### config.mk
export PLATFORM = sky130hd
export DESIGN_NAME = vga_timing_gen
export DESIGN_NICKNAME = d
export VERILOG_FILES = /design/src/rtl/vga_timing_gen.sv
export SDC_FILE = /design/constraint.sdc
export NUM_CORES = 1
export LEC_CHECK = 0
export ABC_AREA = 1
export CORE_MARGIN = 8
export CORE_UTILIZATION = 52
export DETAILED_ROUTE_END_ITERATION = 16
export PLACE_DENSITY = 0.92
export SLEW_MARGIN = 20
export SYNTH_ARGS = -nofsm -noshare
export SYNTH_HDL_FRONTEND = slang
export SYNTH_SLANG_ARGS = --single-unit
### constraint.sdc
create_clock -name clk -period 1.6 [get_ports clk]
set_clock_uncertainty 0.05 [all_clocks]
set_input_delay 0.32 -clock clk [delete_from_list [all_inputs] [get_ports clk]]
set_output_delay 0.32 -clock clk [all_outputs]
set_load 0.02 [all_outputs]
### src/rtl/vga_timing_gen.sv
// Raster timing: h/v counters advanced by pix_en, active-high syncs, de, coordinates, line/frame markers.
// Optional build macro VGA_TIMING_OUTREG_EN registers every output (+1 clk, loads every clk).
module vga_timing_gen #(
  parameter int H_ACTIVE = 640,
  parameter int H_FP     = 16,
  parameter int H_SYNC   = 96,
  parameter int H_BP     = 48,
  parameter int V_ACTIVE = 480,
  parameter int V_FP     = 10,
  parameter int V_SYNC   = 2,
  parameter int V_BP     = 33,
  parameter int CW       = 12
) (
  input  logic          clk,
  input  logic          rst,
  input  logic          pix_en,
  output logic          hsync,
  output logic          vsync,
  output logic          de,
  output logic [CW-1:0] x,
  output logic [CW-1:0] y,
  output logic          line_start,
  output logic          frame_start
);

  localparam int H_TOTAL = H_ACTIVE + H_FP + H_SYNC + H_BP;
  localparam int V_TOTAL = V_ACTIVE + V_FP + V_SYNC + V_BP;

  generate
    if (H_ACTIVE < 1 || H_FP < 1 || H_SYNC < 1 || H_BP < 1 ||
        V_ACTIVE < 1 || V_FP < 1 || V_SYNC < 1 || V_BP < 1 ||
        CW < 1 || H_TOTAL > 2**CW || V_TOTAL > 2**CW) begin : g_bad_params
      $error("vga_timing_gen: zero-width region or total exceeds counter range");
    end
  endgenerate

  localparam logic [CW-1:0] H_LAST    = CW'(H_TOTAL - 1);
  localparam logic [CW-1:0] V_LAST    = CW'(V_TOTAL - 1);
  localparam logic [CW-1:0] H_ACT_END = CW'(H_ACTIVE);
  localparam logic [CW-1:0] V_ACT_END = CW'(V_ACTIVE);
  localparam logic [CW-1:0] H_SYN_BEG = CW'(H_ACTIVE + H_FP);
  localparam logic [CW-1:0] H_SYN_END = CW'(H_ACTIVE + H_FP + H_SYNC);
  localparam logic [CW-1:0] V_SYN_BEG = CW'(V_ACTIVE + V_FP);
  localparam logic [CW-1:0] V_SYN_END = CW'(V_ACTIVE + V_FP + V_SYNC);

  logic [CW-1:0] h_cnt_q, h_cnt_d;
  logic [CW-1:0] v_cnt_q, v_cnt_d;

  // v_cnt only moves on the edge where h_cnt wraps, keeping vsync line-aligned.
  always_comb begin
    h_cnt_d = h_cnt_q;
    v_cnt_d = v_cnt_q;
    if (pix_en) begin
      if (h_cnt_q == H_LAST) begin
        h_cnt_d = '0;
        v_cnt_d = (v_cnt_q == V_LAST) ? '0 : v_cnt_q + 1'b1;
      end else begin
        h_cnt_d = h_cnt_q + 1'b1;
      end
    end
  end

  always_ff @(posedge clk) begin
    if (rst) begin
      h_cnt_q <= '0;
      v_cnt_q <= '0;
    end else begin
      h_cnt_q <= h_cnt_d;
      v_cnt_q <= v_cnt_d;
    end
  end

  logic          hsync_d, vsync_d, de_d, line_start_d, frame_start_d;
  logic [CW-1:0] x_d, y_d;

  always_comb begin
    hsync_d       = 1'b0;
    vsync_d       = 1'b0;
    de_d          = 1'b0;
    line_start_d  = 1'b0;
    frame_start_d = 1'b0;
    x_d           = '0;
    y_d           = '0;
    if (!rst) begin
      hsync_d       = (h_cnt_q >= H_SYN_BEG) && (h_cnt_q < H_SYN_END);
      vsync_d       = (v_cnt_q >= V_SYN_BEG) && (v_cnt_q < V_SYN_END);
      de_d          = (h_cnt_q < H_ACT_END) && (v_cnt_q < V_ACT_END);
      line_start_d  = (h_cnt_q == '0);
      frame_start_d = (h_cnt_q == '0) && (v_cnt_q == '0);
      x_d           = h_cnt_q;
      y_d           = v_cnt_q;
    end
  end

`ifdef VGA_TIMING_OUTREG_EN
  logic          hsync_q, vsync_q, de_q, line_start_q, frame_start_q;
  logic [CW-1:0] x_q, y_q;

  always_ff @(posedge clk) begin
    if (rst) begin
      hsync_q       <= 1'b0;
      vsync_q       <= 1'b0;
      de_q          <= 1'b0;
      line_start_q  <= 1'b0;
      frame_start_q <= 1'b0;
      x_q           <= '0;
      y_q           <= '0;
    end else begin
      hsync_q       <= hsync_d;
      vsync_q       <= vsync_d;
      de_q          <= de_d;
      line_start_q  <= line_start_d;
      frame_start_q <= frame_start_d;
      x_q           <= x_d;
      y_q           <= y_d;
    end
  end

  assign hsync       = hsync_q;
  assign vsync       = vsync_q;
  assign de          = de_q;
  assign line_start  = line_start_q;
  assign frame_start = frame_start_q;
  assign x           = x_q;
  assign y           = y_q;
`else
  assign hsync       = hsync_d;
  assign vsync       = vsync_d;
  assign de          = de_d;
  assign line_start  = line_start_d;
  assign frame_start = frame_start_d;
  assign x           = x_d;
  assign y           = y_d;
`endif

endmodule

==> results of run 1 <==
## through the flow
| step | hold slack, ns | TNS [ns] |
|---|---|---|
| detailed placement | 0.451 | -17.81 |
| global placement | 0.440 | -15.76 |
| CTS | 0.451 | -1.05 |
| floorplan | 0.409 | -0.0453 |
## repair_timing
action / CTS
resized for setup: 157
setup buffers: 5
pin swaps: 10
endpoints found under the setup margin: 47
hold buffers: 0
## logic make-up after synthesis
family                     after synthesis
DFF                                     24
adders and majority gates                5
and+or+nand+nor                        173
AOI/OAI and AO/OA                       21
xor gates and xnor gates                 7
buffers and inverters                   42
==> summary.md, run 1 <==
| Metric | Value |
|---|---|
| Post-Syn Nets | `280` |
| Clock Path Buffers | `2` |
| Netlist cell types | `24` |
| Syn Area/Cell | `6.08 um^2` |
| Final HPWL DP | `4390 um` |
| Placer Congestion | `0.902` |
| Top cell type by total area after synthesis | `dfxtp_1` |
| Placed Cells | `405` |
| Async SR Flop Fraction | `0%` |
| Area share of and/or/nand/nor cells after synthesis | `46.9%` |
| Synth Flop Type | `dfxtp_1` |
| Largest cells by area after synthesis | `dfxtp_1 29%, nand2_1 14%, nor2_1 14%` |
| Post-synth top area share | `29.1%` |
| Worst_ep kind | `primary output` |
| Post-Synth XOR/XNOR Area | `3.71%` |
| Starting Density | `54.6%` |
| Initial antenna violation count | `0` |
| Site Rows | `20` |
| Height of the die | `72.4 um` |
| Synthesized cell area | `1650 um^2` |
| DP Worst Slack | `-0.725 ns` |
| Area post-placement | `2490 um^2` |
| Post-synth EDFFs | `0` |
| CTS root buffer | `clkbuf_4` |
| Flop and latch count out of synthesis | `24` |
| Synth warnings | `0` |
| TritonCTS Buffers | `3` |
| Synth Area in Compound Gates | `6.66%` |
| Post-synthesis sequential area ratio | `29.1%` |
| Syn Inst Count | `272` |
| DIE WIDTH | `72.4 um` |
| Commonest cells post-synth | `63 x nand2_1, 60 x nor2_1, 35 x inv_1` |
| # IOs | `32` |
| Pin count of the biggest net entering global routing | `23` |
| Fail Step | `global routing (5_1_grt)` |
| Post-Synth Adder-Cell Area | `3.79%` |
| Status | `aborted with a tool error` |
| H-tree Lvls | `1` |
| Error | `[ERROR DPL-0033] detailed placement checks failed during check placement.` |
| PortBufs | `31` |
| CTS Sinks | `24` |
| Post-GRT worst EP | `frame_start` |
| Top-count cell post-synth | `nand2_1` |
| Multiplexer area fraction after synthesis | `0%` |
| Largest family of logic cells by synthesized area | `simple AND/OR/NAND/NOR gates` |
==> run 2: changes to the inputs <==
--- a/config.mk
+++ b/config.mk
@@ -7,9 +7,9 @@
 export LEC_CHECK = 0
 export ABC_AREA = 1
 export CORE_MARGIN = 8
-export CORE_UTILIZATION = 52
+export CORE_UTILIZATION = 40
 export DETAILED_ROUTE_END_ITERATION = 16
-export PLACE_DENSITY = 0.92
+export PLACE_DENSITY_LB_ADDON = 0.15
 export SLEW_MARGIN = 20
 export SYNTH_ARGS = -nofsm -noshare
 export SYNTH_HDL_FRONTEND = slang
==> run 2 against run 1 <==
Against the previous run: the flow now finishes, with violations (setup timing); area after synthesis unchanged; synthesized cell count unchanged.
==> summary.md, run 2 <==
| Metric | Value |
|---|---|
| CTS root buffer | `clkbuf_8 (was clkbuf_4)` |
| Iter 0 DRT Violations | `67` |
| GRT Resource Usage Total | `16.3%` |
| Req. time, crit path | `1.23 ns` |
| Power Dens Cells | `400 nW/um^2` |
| Final Worst Setup Slack | `-0.164 ns` |
| Synth warnings | `0 (unchanged)` |
| Top delay family on crit path | `simple AND/OR/NAND/NOR gates` |
| Final Hold Fails | `0` |
| Drc violations | `0` |
| Top cell type by total area after synthesis | `dfxtp_1 (unchanged)` |
| Vias after detailed routing | `2031` |
| Sequential Power Share | `54.0%` |
| Hold path endpoint | `v_cnt_q[5]` |
| Net Sw Frac | `25.6%` |
| Detailed-route wire length | `5320 um` |
| Post-Syn Nets | `280 (unchanged)` |
| Synthesized cell area | `1650 um^2 (unchanged)` |
| Final nets | `383` |
| Status | `complete, but fails checks (was aborted with a tool error)` |
| CTS tree | `done` |
| Failing checks | `setup timing` |
| Detail Route Antenna Nets | `0` |
| Clock power frac | `33.9%` |
| CP peak stage delay | `0.33 ns` |
| Int Power | `0.830 mW` |
| Netlist cell types | `24 (unchanged)` |
| Height of the die | `80.3 um (was 72.4 um)` |
| Flop and latch count out of synthesis | `24 (unchanged)` |
| Clk_lat worst skew | `0.27 ns` |
| Most common cell after layout, fill and taps aside | `buf_4` |
| Total power draw | `1.12 mW` |
| Max-cap viol count | `0` |
| Fill count | `351` |
| Worst EP arrival | `1.39 ns` |
| Worst Tran Pin Value | `0.270 ns` |
| PortBufs | `31 (unchanged)` |
| Buf/Inv on CP | `2` |
| Worst reg2reg path depth | `9` |
| H-tree Lvls | `1 (unchanged)` |
| Async SR Flop Fraction | `0% (unchanged)` |
| Biggest regs | `h_cnt_q (12), v_cnt_q (12)` |
| CP max FO | `2` |
| Commonest non-fill, non-tap cells in the layout | `73 x buf_4, 60 x nand2_1, 51 x nor2_1` |
| Startpoint Class | `register` |
| Share of cells above drive strength 1 | `45.0%` |
| Global-route wire length before repair | `8450 um` |
| Final min period | `1.76 ns` |
| Unrepaired setup endpoints after global routing | `yes` |
| Worst hold start | `v_cnt_q[5]` |
| Slew HR | `81.9%` |
| Clock Path Buffers | `2 (unchanged)` |
| Syn Area/Cell | `6.08 um^2 (unchanged)` |
| Final Non-Filler Cells | `423` |
| Commonest cells post-synth | `63 x nand2_1, 60 x nor2_1, 35 x inv_1 (unchanged)` |
| CTS Sinks | `24 (unchanged)` |
| Final HPWL DP | `3890 um (was 4390 um)` |
| Largest cells by area after synthesis | `dfxtp_1 29%, nand2_1 14%, nor2_1 14% (unchanged)` |
| Slew Viols, Final | `0` |
| Post-synthesis sequential area ratio | `29.1% (unchanged)` |
| CP max stage cell | `dfxtp_2` |
| Critical path class | `reg2out` |
| Top-count cell post-synth | `nand2_1 (unchanged)` |
| DR pass1 iterations | `4` |
| Pin count of the biggest net entering global routing | `24` |
| Post-synth top area share | `29.1% (unchanged)` |
| Psw | `0.286 mW` |
| Worst R2R End | `v_cnt_q[8]` |
| Peak VDD IR | `423 uV` |
| WHS Path Cells | `2` |
| FF-to-FF Start | `h_cnt_q[7]` |
| Vias/cell | `4.80` |
| Multi-input gate area | `1210 um^2` |
| Final setup viols | `5` |
| Synth Flop Type | `dfxtp_1 (unchanged)` |
| Grt ovf | `0` |
| Initial antenna violation count | `0` |
| Vias in the first global route | `1924` |
| Core Area | `4000 um^2` |
| FF-to-FF setup slack | `0.07 ns` |
| Crit-path cells | `inv_2 > ha_4 > nand2_2 > nor3_4 > and3_4 > buf_6` |
| Clock transition at path regs | `0.09 ns` |
| Sequential Area | `499 um^2` |
| Combinational share of power | `12.2%` |
| TritonCTS Buffers | `3 (unchanged)` |
| Site Rows | `23 (was 20)` |
| Max Freq | `567 MHz` |
| Syn Inst Count | `272 (unchanged)` |
| Routed wire length per instance | `12.6 um` |
| Leak Pwr | `1.25 nW` |
| Placer Congestion | `0.827 (was 0.902)` |
| Crit share post-route | `110%` |
| Starting Density | `41.3% (was 54.6%)` |
| Die area | `6440 um^2` |
| Post-synth EDFFs | `0 (unchanged)` |
| Crit. End Element | `output pin` |
| # IOs | `32 (unchanged)` |
| Diode count | `0` |
| Area Overhead vs Synth | `68.7%` |
| Hold WC Path Type | `reg2reg` |
| Placed Cells | `415 (was 405)` |
| DIE WIDTH | `80.3 um (was 72.4 um)` |
[run 2: cell counts after synthesis]
Identical to the previous run, type by type.
[run 2: what timing repair did]
| action | in CTS | in global routing |
|---|---|---|
| pin swaps | 6 | 12 |
| endpoints found under the hold margin | 0 | 0 |
| hold buffers | 0 | 0 |
| cloned | 0 | 1 |
| setup endpoints to repair | 29 | 42 |
| gates resized for setup | 122 | 56 |
| setup buffers | 1 | 3 |
[run 2: layout make-up]
class                      instances  share of cell area [%]
tap                               50                    2.24
clock buffer                       3                    1.48
timing repair buffer             103                    29.8
multi-input combinational        207                    43.4
inverter                          36                    5.12
sequential                        24                    17.9
[run 2: logic make-up after synthesis]
group,share of synthesized area (%)
XOR/XNOR,3.71
buffers and inverters,9.84
AND/OR/NAND/NOR,46.9
flip-flops,29.1
adder cells (fa/ha/maj),3.79
AO/OA/AOI/OAI,6.66
[run 2: worst max path at each step]
stage                     from          end  slack, ns  cells after the start
floorplan           v_cnt_q[3]        vsync      -0.05                      4
global placement           rst           de      -0.74                      5
detailed placement         rst           de      -0.76                      5
CTS                 h_cnt_q[4]  frame_start      -0.20                      7
global route        h_cnt_q[4]  frame_start      -0.25                      7
finish              v_cnt_q[0]  frame_start      -0.16                      6
[run 2: power groups by stage]
stage	Clock, mW	Sequential [mW]	Combinational, mW
after floorplan	0	0.618	0.0601
after global placement	0	0.617	0.125
after detailed placement	0	0.617	0.126
after CTS	0.385	0.603	0.129
after global routing	0.406	0.603	0.148
final	0.378	0.602	0.136
[run 2: tightest hold or removal path: cells and delay by family (launching register included)]
| family | cells | cell delay, ns |
|---|---|---|
| flops | 1 | 0.36 |
| simple gates | 1 | 0.07 |
| compound gates | 1 | 0.06 |
[run 2: through the flow]
| stage | hold slack (ns) | setup TNS, ns | util (%) | area, um^2 | setup WS [ns] |
|---|---|---|---|---|---|
| floorplan | 0.409 | -0.0453 | - | 1680 | -0.0453 |
| global placement | 0.468 | -16.88 | 63.3 | 2530 | -0.736 |
| detailed placement | 0.479 | -17.75 | 63.3 | 2530 | -0.759 |
| CTS | 0.491 | -0.735 | 65.6 | 2630 | -0.196 |
| global route | 0.489 | -1.58 | 69.7 | 2790 | -0.250 |
| finish | 0.470 | -0.618 | 69.7 | 2790 | -0.164 |
[run 2: layer usage]
metal	GRT usage [%]	wire length [um]	vias up
met4	3.64	50	0
met1	17.7	2260	929
met2	31.4	2840	32
li1	-	-	1066
met5	0	0	-
met3	2.90	166	4
No activity file was read; power rests on OpenSTA's default activity.
